File: src/rtl/timekeep_pkg.sv
// -----------------------------------------------------------------------------
// timekeep_pkg
// Shared constants for the alarm-clock time-keeping slice: the encoding of the
// edit target, the second/minute moduli and the register widths used for the
// hour and minute/second fields.
// -----------------------------------------------------------------------------
package timekeep_pkg;

  // Edit target selected by the mode FSM. Bit 1 set means an alarm field.
  typedef enum logic [1:0] {
    FLD_TH = 2'b00,  // time hour
    FLD_TM = 2'b01,  // time minute
    FLD_AH = 2'b10,  // alarm hour
    FLD_AM = 2'b11   // alarm minute
  } field_e;

  localparam int SEC_MOD  = 60;
  localparam int MIN_MOD  = 60;

  localparam int HOUR_W   = 5;
  localparam int MINSEC_W = 6;

endpackage

File: src/rtl/timekeep_ctrl_wrap_counter.sv
// -----------------------------------------------------------------------------
// wrap_counter
// Modulo-MOD up/down counter used for every time and alarm field.
//   clk, rst  : clock, asynchronous active-high reset
//   clr_i     : load zero (highest priority)
//   inc_i     : step up, wrapping MOD-1 -> 0
//   dec_i     : step down, wrapping 0 -> MOD-1
//   cin_i     : carry from the next lower field, counts like inc_i
//   value_o   : current value
//   cout_o    : carry to the next higher field (cin_i while at MOD-1)
// inc_i together with dec_i cancels. Only cin_i can produce a carry-out, so
// user edits wrap a field without touching its neighbour.
// -----------------------------------------------------------------------------
module wrap_counter #(
  parameter int MOD = 60,
  parameter int W   = 6
) (
  input  logic         clk,
  input  logic         rst,
  input  logic         clr_i,
  input  logic         inc_i,
  input  logic         dec_i,
  input  logic         cin_i,
  output logic [W-1:0] value_o,
  output logic         cout_o
);

  localparam logic [W-1:0] MAX_VAL = W'(MOD - 1);

  logic [W-1:0] value_q, value_d;
  logic         up;

  always_comb begin
    // NOTE: every always_comb output gets a default first so no path leaves
    // it unassigned, which would otherwise infer a latch.
    value_d = value_q;
    up      = inc_i | cin_i;
    if (clr_i) begin
      value_d = '0;
    end else if (up && !dec_i) begin
      value_d = (value_q == MAX_VAL) ? '0 : value_q + 1'b1;
    end else if (dec_i && !up) begin
      value_d = (value_q == '0) ? MAX_VAL : value_q - 1'b1;
    end
  end

  // NOTE: sequential state uses non-blocking assignments so every register
  // samples the pre-edge values, independent of block ordering.
  always_ff @(posedge clk or posedge rst) begin
    if (rst) value_q <= '0;
    else     value_q <= value_d;
  end

  assign value_o = value_q;
  assign cout_o  = cin_i && (value_q == MAX_VAL);

endmodule

File: src/rtl/timekeep_ctrl.sv
// -----------------------------------------------------------------------------
// timekeep_ctrl
// Owns the time-of-day (hour/minute/second) and alarm (hour/minute) registers,
// arbitrates the time registers between the 1 Hz tick and user adjust
// requests, and produces the registered alarm-match level for the mode FSM.
//
// Ports:
//   clk, rst      : clock, asynchronous active-high reset
//   tick          : 1 Hz timebase pulse, one clk wide
//   adjust        : mode FSM is in an adjust state
//   field         : edit target (00 t_hour, 01 t_min, 10 a_hour, 11 a_min)
//   inc, dec      : single-cycle edit requests (both together = no-op)
//   snooze        : single-cycle snooze request (snooze build only)
//   t_hour/t_min/t_sec : time of day
//   a_hour/a_min  : alarm time
//   match         : registered alarm-match level
//
// Configuration macro: TIMEKEEP_SNOOZE_EN enables the snooze feature. When it
// is undefined the snooze port is present but ignored and no snooze state
// exists.
// -----------------------------------------------------------------------------
module timekeep_ctrl
  import timekeep_pkg::*;
#(
  parameter int HOUR_MOD   = 24,
  parameter int SNOOZE_MIN = 5
) (
  input  logic                clk,
  input  logic                rst,
  input  logic                tick,
  input  logic                adjust,
  input  logic [1:0]          field,
  input  logic                inc,
  input  logic                dec,
  input  logic                snooze,
  output logic [HOUR_W-1:0]   t_hour,
  output logic [MINSEC_W-1:0] t_min,
  output logic [MINSEC_W-1:0] t_sec,
  output logic [HOUR_W-1:0]   a_hour,
  output logic [MINSEC_W-1:0] a_min,
  output logic                match
);

  logic adjust_q;
  logic tick_pend_q, tick_pend_d;
  logic match_q, match_d;

  logic edit_ok, time_frozen, adj_fall, apply_tick;
  logic th_edit, tm_edit, ah_edit, am_edit;
  logic sec_co, min_co;
  logic unused_hour_co, unused_ah_co, unused_am_co;
  logic alarm_hit;

  assign edit_ok     = adjust & (inc ^ dec);
  // Editing a time field freezes time: ticks in that state are discarded.
  assign time_frozen = adjust & ~field[1];
  assign adj_fall    = adjust_q & ~adjust;
  // A tick coincident with leaving adjust is deferred one cycle via tick_pend;
  // a later tick while pending merges into the single pending advance.
  assign apply_tick  = ~time_frozen & (tick_pend_q | (tick & ~adj_fall));
  assign tick_pend_d = tick & adj_fall;

  assign th_edit = edit_ok & (field == FLD_TH);
  assign tm_edit = edit_ok & (field == FLD_TM);
  assign ah_edit = edit_ok & (field == FLD_AH);
  assign am_edit = edit_ok & (field == FLD_AM);

  // Time chain. A minute edit also zeroes the seconds; tm_edit and apply_tick
  // are mutually exclusive because a minute edit implies time_frozen.
  wrap_counter #(.MOD(SEC_MOD), .W(MINSEC_W)) u_t_sec (
    .clk(clk), .rst(rst), .clr_i(tm_edit), .inc_i(1'b0), .dec_i(1'b0),
    .cin_i(apply_tick), .value_o(t_sec), .cout_o(sec_co)
  );

  wrap_counter #(.MOD(MIN_MOD), .W(MINSEC_W)) u_t_min (
    .clk(clk), .rst(rst), .clr_i(1'b0), .inc_i(tm_edit & inc),
    .dec_i(tm_edit & dec), .cin_i(sec_co), .value_o(t_min), .cout_o(min_co)
  );

  wrap_counter #(.MOD(HOUR_MOD), .W(HOUR_W)) u_t_hour (
    .clk(clk), .rst(rst), .clr_i(1'b0), .inc_i(th_edit & inc),
    .dec_i(th_edit & dec), .cin_i(min_co), .value_o(t_hour),
    .cout_o(unused_hour_co)
  );

  // Alarm registers: edit-only, never carried into.
  wrap_counter #(.MOD(HOUR_MOD), .W(HOUR_W)) u_a_hour (
    .clk(clk), .rst(rst), .clr_i(1'b0), .inc_i(ah_edit & inc),
    .dec_i(ah_edit & dec), .cin_i(1'b0), .value_o(a_hour),
    .cout_o(unused_ah_co)
  );

  wrap_counter #(.MOD(MIN_MOD), .W(MINSEC_W)) u_a_min (
    .clk(clk), .rst(rst), .clr_i(1'b0), .inc_i(am_edit & inc),
    .dec_i(am_edit & dec), .cin_i(1'b0), .value_o(a_min),
    .cout_o(unused_am_co)
  );

  assign alarm_hit = (t_hour == a_hour) && (t_min == a_min);

`ifdef TIMEKEEP_SNOOZE_EN
  logic                snz_active_q, snz_active_d;
  logic                snz_mute_q, snz_mute_d;   // suppresses the minute snoozed in
  logic                tgt_hit_q, tgt_hit_d;     // target matched last cycle
  logic [HOUR_W-1:0]   tgt_hour_q, tgt_hour_d;
  logic [MINSEC_W-1:0] tgt_min_q, tgt_min_d;
  logic [MINSEC_W:0]   min_sum;
  logic [HOUR_W-1:0]   nxt_hour;
  logic [MINSEC_W-1:0] nxt_min;
  logic                snooze_take, tgt_eq, snz_hit, raw_hit;

  always_comb begin
    snooze_take  = snooze & match_q;
    tgt_eq       = (t_hour == tgt_hour_q) && (t_min == tgt_min_q);
    snz_hit      = snz_active_q & tgt_eq;
    raw_hit      = alarm_hit | snz_hit;

    // Snooze target = current hh:mm + SNOOZE_MIN, wrapping the hour.
    min_sum  = {1'b0, t_min} + (MINSEC_W + 1)'(SNOOZE_MIN);
    nxt_hour = t_hour;
    nxt_min  = min_sum[MINSEC_W-1:0];
    if (min_sum >= (MINSEC_W + 1)'(MIN_MOD)) begin
      nxt_min  = MINSEC_W'(min_sum - (MINSEC_W + 1)'(MIN_MOD));
      nxt_hour = (t_hour == HOUR_W'(HOUR_MOD - 1)) ? '0 : t_hour + 1'b1;
    end

    snz_active_d = snz_active_q;
    tgt_hour_d   = tgt_hour_q;
    tgt_min_d    = tgt_min_q;
    tgt_hit_d    = snz_hit;
    // The mute lasts until the minute that was snoozed no longer matches.
    snz_mute_d   = snz_mute_q & raw_hit;

    if (snz_active_q && tgt_hit_q && !tgt_eq) snz_active_d = 1'b0;

    if (snooze_take) begin
      tgt_hour_d   = nxt_hour;
      tgt_min_d    = nxt_min;
      snz_active_d = 1'b1;
      snz_mute_d   = 1'b1;
      tgt_hit_d    = 1'b0;
    end

    if (ah_edit || am_edit) begin
      snz_active_d = 1'b0;
      tgt_hit_d    = 1'b0;
    end

    match_d = ~adjust & raw_hit & ~snz_mute_q & ~snooze_take;
  end

  always_ff @(posedge clk or posedge rst) begin
    if (rst) begin
      snz_active_q <= 1'b0;
      snz_mute_q   <= 1'b0;
      tgt_hit_q    <= 1'b0;
      tgt_hour_q   <= '0;
      tgt_min_q    <= '0;
    end else begin
      snz_active_q <= snz_active_d;
      snz_mute_q   <= snz_mute_d;
      tgt_hit_q    <= tgt_hit_d;
      tgt_hour_q   <= tgt_hour_d;
      tgt_min_q    <= tgt_min_d;
    end
  end
`else
  logic unused_snooze;
  assign unused_snooze = snooze ^ (SNOOZE_MIN == 0);
  assign match_d       = ~adjust & alarm_hit;
`endif

  always_ff @(posedge clk or posedge rst) begin
    if (rst) begin
      adjust_q    <= 1'b0;
      tick_pend_q <= 1'b0;
      match_q     <= 1'b0;
    end else begin
      adjust_q    <= adjust;
      tick_pend_q <= tick_pend_d;
      match_q     <= match_d;
    end
  end

  assign match = match_q;

endmodule

File: config.mk
export PLATFORM = sky130hd
export DESIGN_NAME = timekeep_ctrl
export DESIGN_NICKNAME = d
export VERILOG_FILES = /design/src/rtl/timekeep_pkg.sv /design/src/rtl/timekeep_ctrl_wrap_counter.sv /design/src/rtl/timekeep_ctrl.sv
export SDC_FILE = /design/constraint.sdc
export NUM_CORES = 1
export LEC_CHECK = 0
export ABC_AREA = 1
export BUFFER_PORTS_ARGS = -buffer_cell sky130_fd_sc_hd__buf_2
export CAP_MARGIN = 20
export CORE_MARGIN = 8
export CORE_UTILIZATION = 60
export CTS_BUF_LIST = sky130_fd_sc_hd__clkbuf_8 sky130_fd_sc_hd__clkbuf_16
export DETAILED_ROUTE_END_ITERATION = 6
export HOLD_SLACK_MARGIN = 0.06
export PLACE_DENSITY = 0.82
export RECOVER_POWER = 50
export SLEW_MARGIN = 15
export SYNTH_ARGS = -nofsm -noshare
export SYNTH_HDL_FRONTEND = slang
export SYNTH_HIERARCHICAL = 1
export SYNTH_SLANG_ARGS = --single-unit
File: constraint.sdc
create_clock -name clk -period 5.2 [get_ports clk]
set_input_delay 0 -clock clk [delete_from_list [all_inputs] [get_ports clk]]
set_output_delay 0 -clock clk [all_outputs]
set_load 0.02 [all_outputs]
==> run metrics <==
Hold Path Stages=3; Fillers=502; Post-Route WL=7.398 mm; diodes inserted=0; CTS tree=built; Top Ports=38; Max-slew headroom=0.5865; Critical Path AT=2.51 ns; crit path capture type=flip-flop; cts bufs inserted=5; final setup vio count=0; Final TNS setup=0 ns; grt total ovfl=0; Root Buffer=clkbuf_8; global placement routability congestion=0.8959; Hold Crit Endpoint=u_t_sec/value_o[1]; fin nets=574; detailed-route via count=3,189; num rows=26; number of remaining DRC errors=0; layout cells sized above 1=0.1775; Min Clock Period, post-route=2.345 ns; Post-Syn Instances=498; CTS H-Tree Depth=2; Worst-Skew Late Latency=0.28 ns; vias in the first global route=2,911; Hold Fails Final Rpt=0; R2R cell count=12; fin crit share=0.4509; worst hold path type=input pin to flip-flop; Starting DRT DRC Count=143; Power per Cell Area=289.1 mW/mm^2; Die ar.=0.008024 mm^2; clock skew=0.006654 ns; Crit Path Class=input pin to flip-flop; core box area=0.005172 mm^2; Worst Hold Launch=field[1]; Detailed Place HPWL=5.669 mm; area of the mapped netlist=0.003248 mm^2; post_cts resized=0; clk slew on worst S/H paths=0.06 ns; DIE WIDTH=89.58 um; Max FO, Critical Path=5; peak supply drop=0.0002527 V; final slew viol count=0; Routed Antenna Nets=0; worst r2r src=adjust_q; largest net degree at the start of global routing=13; YS warnings=6; FF-to-FF End=u_t_hour/value_o[4]; CTS sink count=31; DR pass1 iterations=5; Leak=2.003 nW; flop2flop setup slack=2.99 ns; initial antenna violation count=0; Bufs on Longest Clock Path=2; Worst Tran Pin Value=0.6203 ns; first-pass GRT wire length=12.44 mm; drt wl/cell=11.89 um; status=finished clean; Max Fclk=426.5 MHz; Initial Utilization=0.6280; P&R area growth vs syn=10.63%; fin util=0.6947; die height=89.58 um; Port Buffers=36; gr usage total=0.1956; Vias/cell=5.127; critical path data required time=5.36 ns; Hold Worst Slack=0.1018 ns; Crit. Startpoint=adjust; RSZ-0062 raised after global routing=no; Worst setup SP type=input pin; Post-Syn Area per Cell=6.522 um^2; Max-Cap Viols=0
## stage by stage
stage | cells | area [um^2] | setup WS [ns] | power (mW)
2_1_floorplan | 517 | 3319 | 3.247 | 0.7593
3_3_place_gp | 612 | 3493 | 3.034 | 0.8396
3_5_place_dp | 612 | 3493 | 3.008 | 0.8537
4_1_cts | 622 | 3611 | 2.948 | 1.047
5_1_grt | 622 | 3593 | 2.647 | 1.128
6_report | 622 | 3593 | 2.855 | 1.039
## cell type report
cell class,instances,area (um^2),share of cell area
Timing Repair Buffer,39,192.7,0.05362
Clock buffer,6,82.58,0.02298
Clock inverter,1,5.005,0.001393
Tap cell,70,87.58,0.02437
Sequential cell,31,775.7,0.2159
Inverter,86,325.3,0.09053
Multi-Input combinational cell,389,2125,0.5912
## cell usage in the layout (no fill, tap or decap), types with 4 or more instances in the layout
| cell type | instances |
|---|---|
| nand2_1 | 137 |
| inv_1 | 71 |
| nand3_1 | 63 |
| nor2_1 | 40 |
| dfrtp_1 | 31 |
| buf_2 | 22 |
| conb_1 | 20 |
| o21ai_1 | 19 |
| clkbuf_1 | 14 |
| ha_1 | 13 |
| nand4_1 | 12 |
| inv_2 | 12 |
| nor2_4 | 11 |
| nand2_2 | 10 |
| nor2_2 | 9 |
| o21ai_0 | 9 |
| xor2_1 | 7 |
| clkbuf_8 | 6 |
| nand3_2 | 6 |
| xnor2_1 | 5 |
| a21oi_2 | 5 |
| o22ai_1 | 5 |
| a21oi_1 | 4 |
| nand2_4 | 4 |
| o21ai_2 | 4 |
## worst max-delay path, stage by stage
cell           delay, ns
dlygate4sd3_1       0.52
clkbuf_1            0.20
inv_1               0.08
a21oi_1             0.13
nor2_1              0.06
a21oi_1             0.32
inv_1               0.07
nor2_1              0.27
inv_1               0.08
nor2_1              0.23
nor2_2              0.08
nor2_2              0.19
nand2_1             0.10
nand3_1             0.09
o21ai_1             0.08
## worst max path at each step
stage                                     end  depth (start not counted)
after floorplan           u_t_hour/value_o[3]                         10
after global placement    u_t_hour/value_o[2]                         12
after detailed placement  u_t_hour/value_o[2]                         12
after CTS                 u_t_hour/value_o[2]                         15
after global routing      u_t_hour/value_o[2]                         16
final                     u_t_hour/value_o[4]                         15
## power by group
part / leakage [nW] / switching, mW / internal, mW / total (mW)
Sequential: 0.411 / 0.108 / 0.278 / 0.386
Combinational: 1.55 / 0.288 / 0.175 / 0.463
Clock: 0.0470 / 0.0861 / 0.104 / 0.190
## flip-flops by register name (all words and copies together), names as in the netlist
| signal | cells |
|---|---|
| u_a_hour/value_o | 5 |
| adjust_q | 1 |
| u_t_hour/value_o | 5 |
| u_t_min/value_o | 6 |
| match | 1 |
| u_t_sec/value_o | 6 |
| tick_pend_q | 1 |
| u_a_min/value_o | 6 |
## layer usage
metal,vias to the layer above,wire length [um],track usage
met5,-,0,0
met4,0,123,0.08610
met3,13,368,0.04004
met2,74,3625,0.3402
met1,1446,3281,0.2257
li1,1656,-,-
## timing repair
item	in CTS	in global routing
hold buffers	3	0
endpoints found under the hold margin	34	0
buffers inserted	0	0
Note: power is estimated with default switching activity, not from simulation.
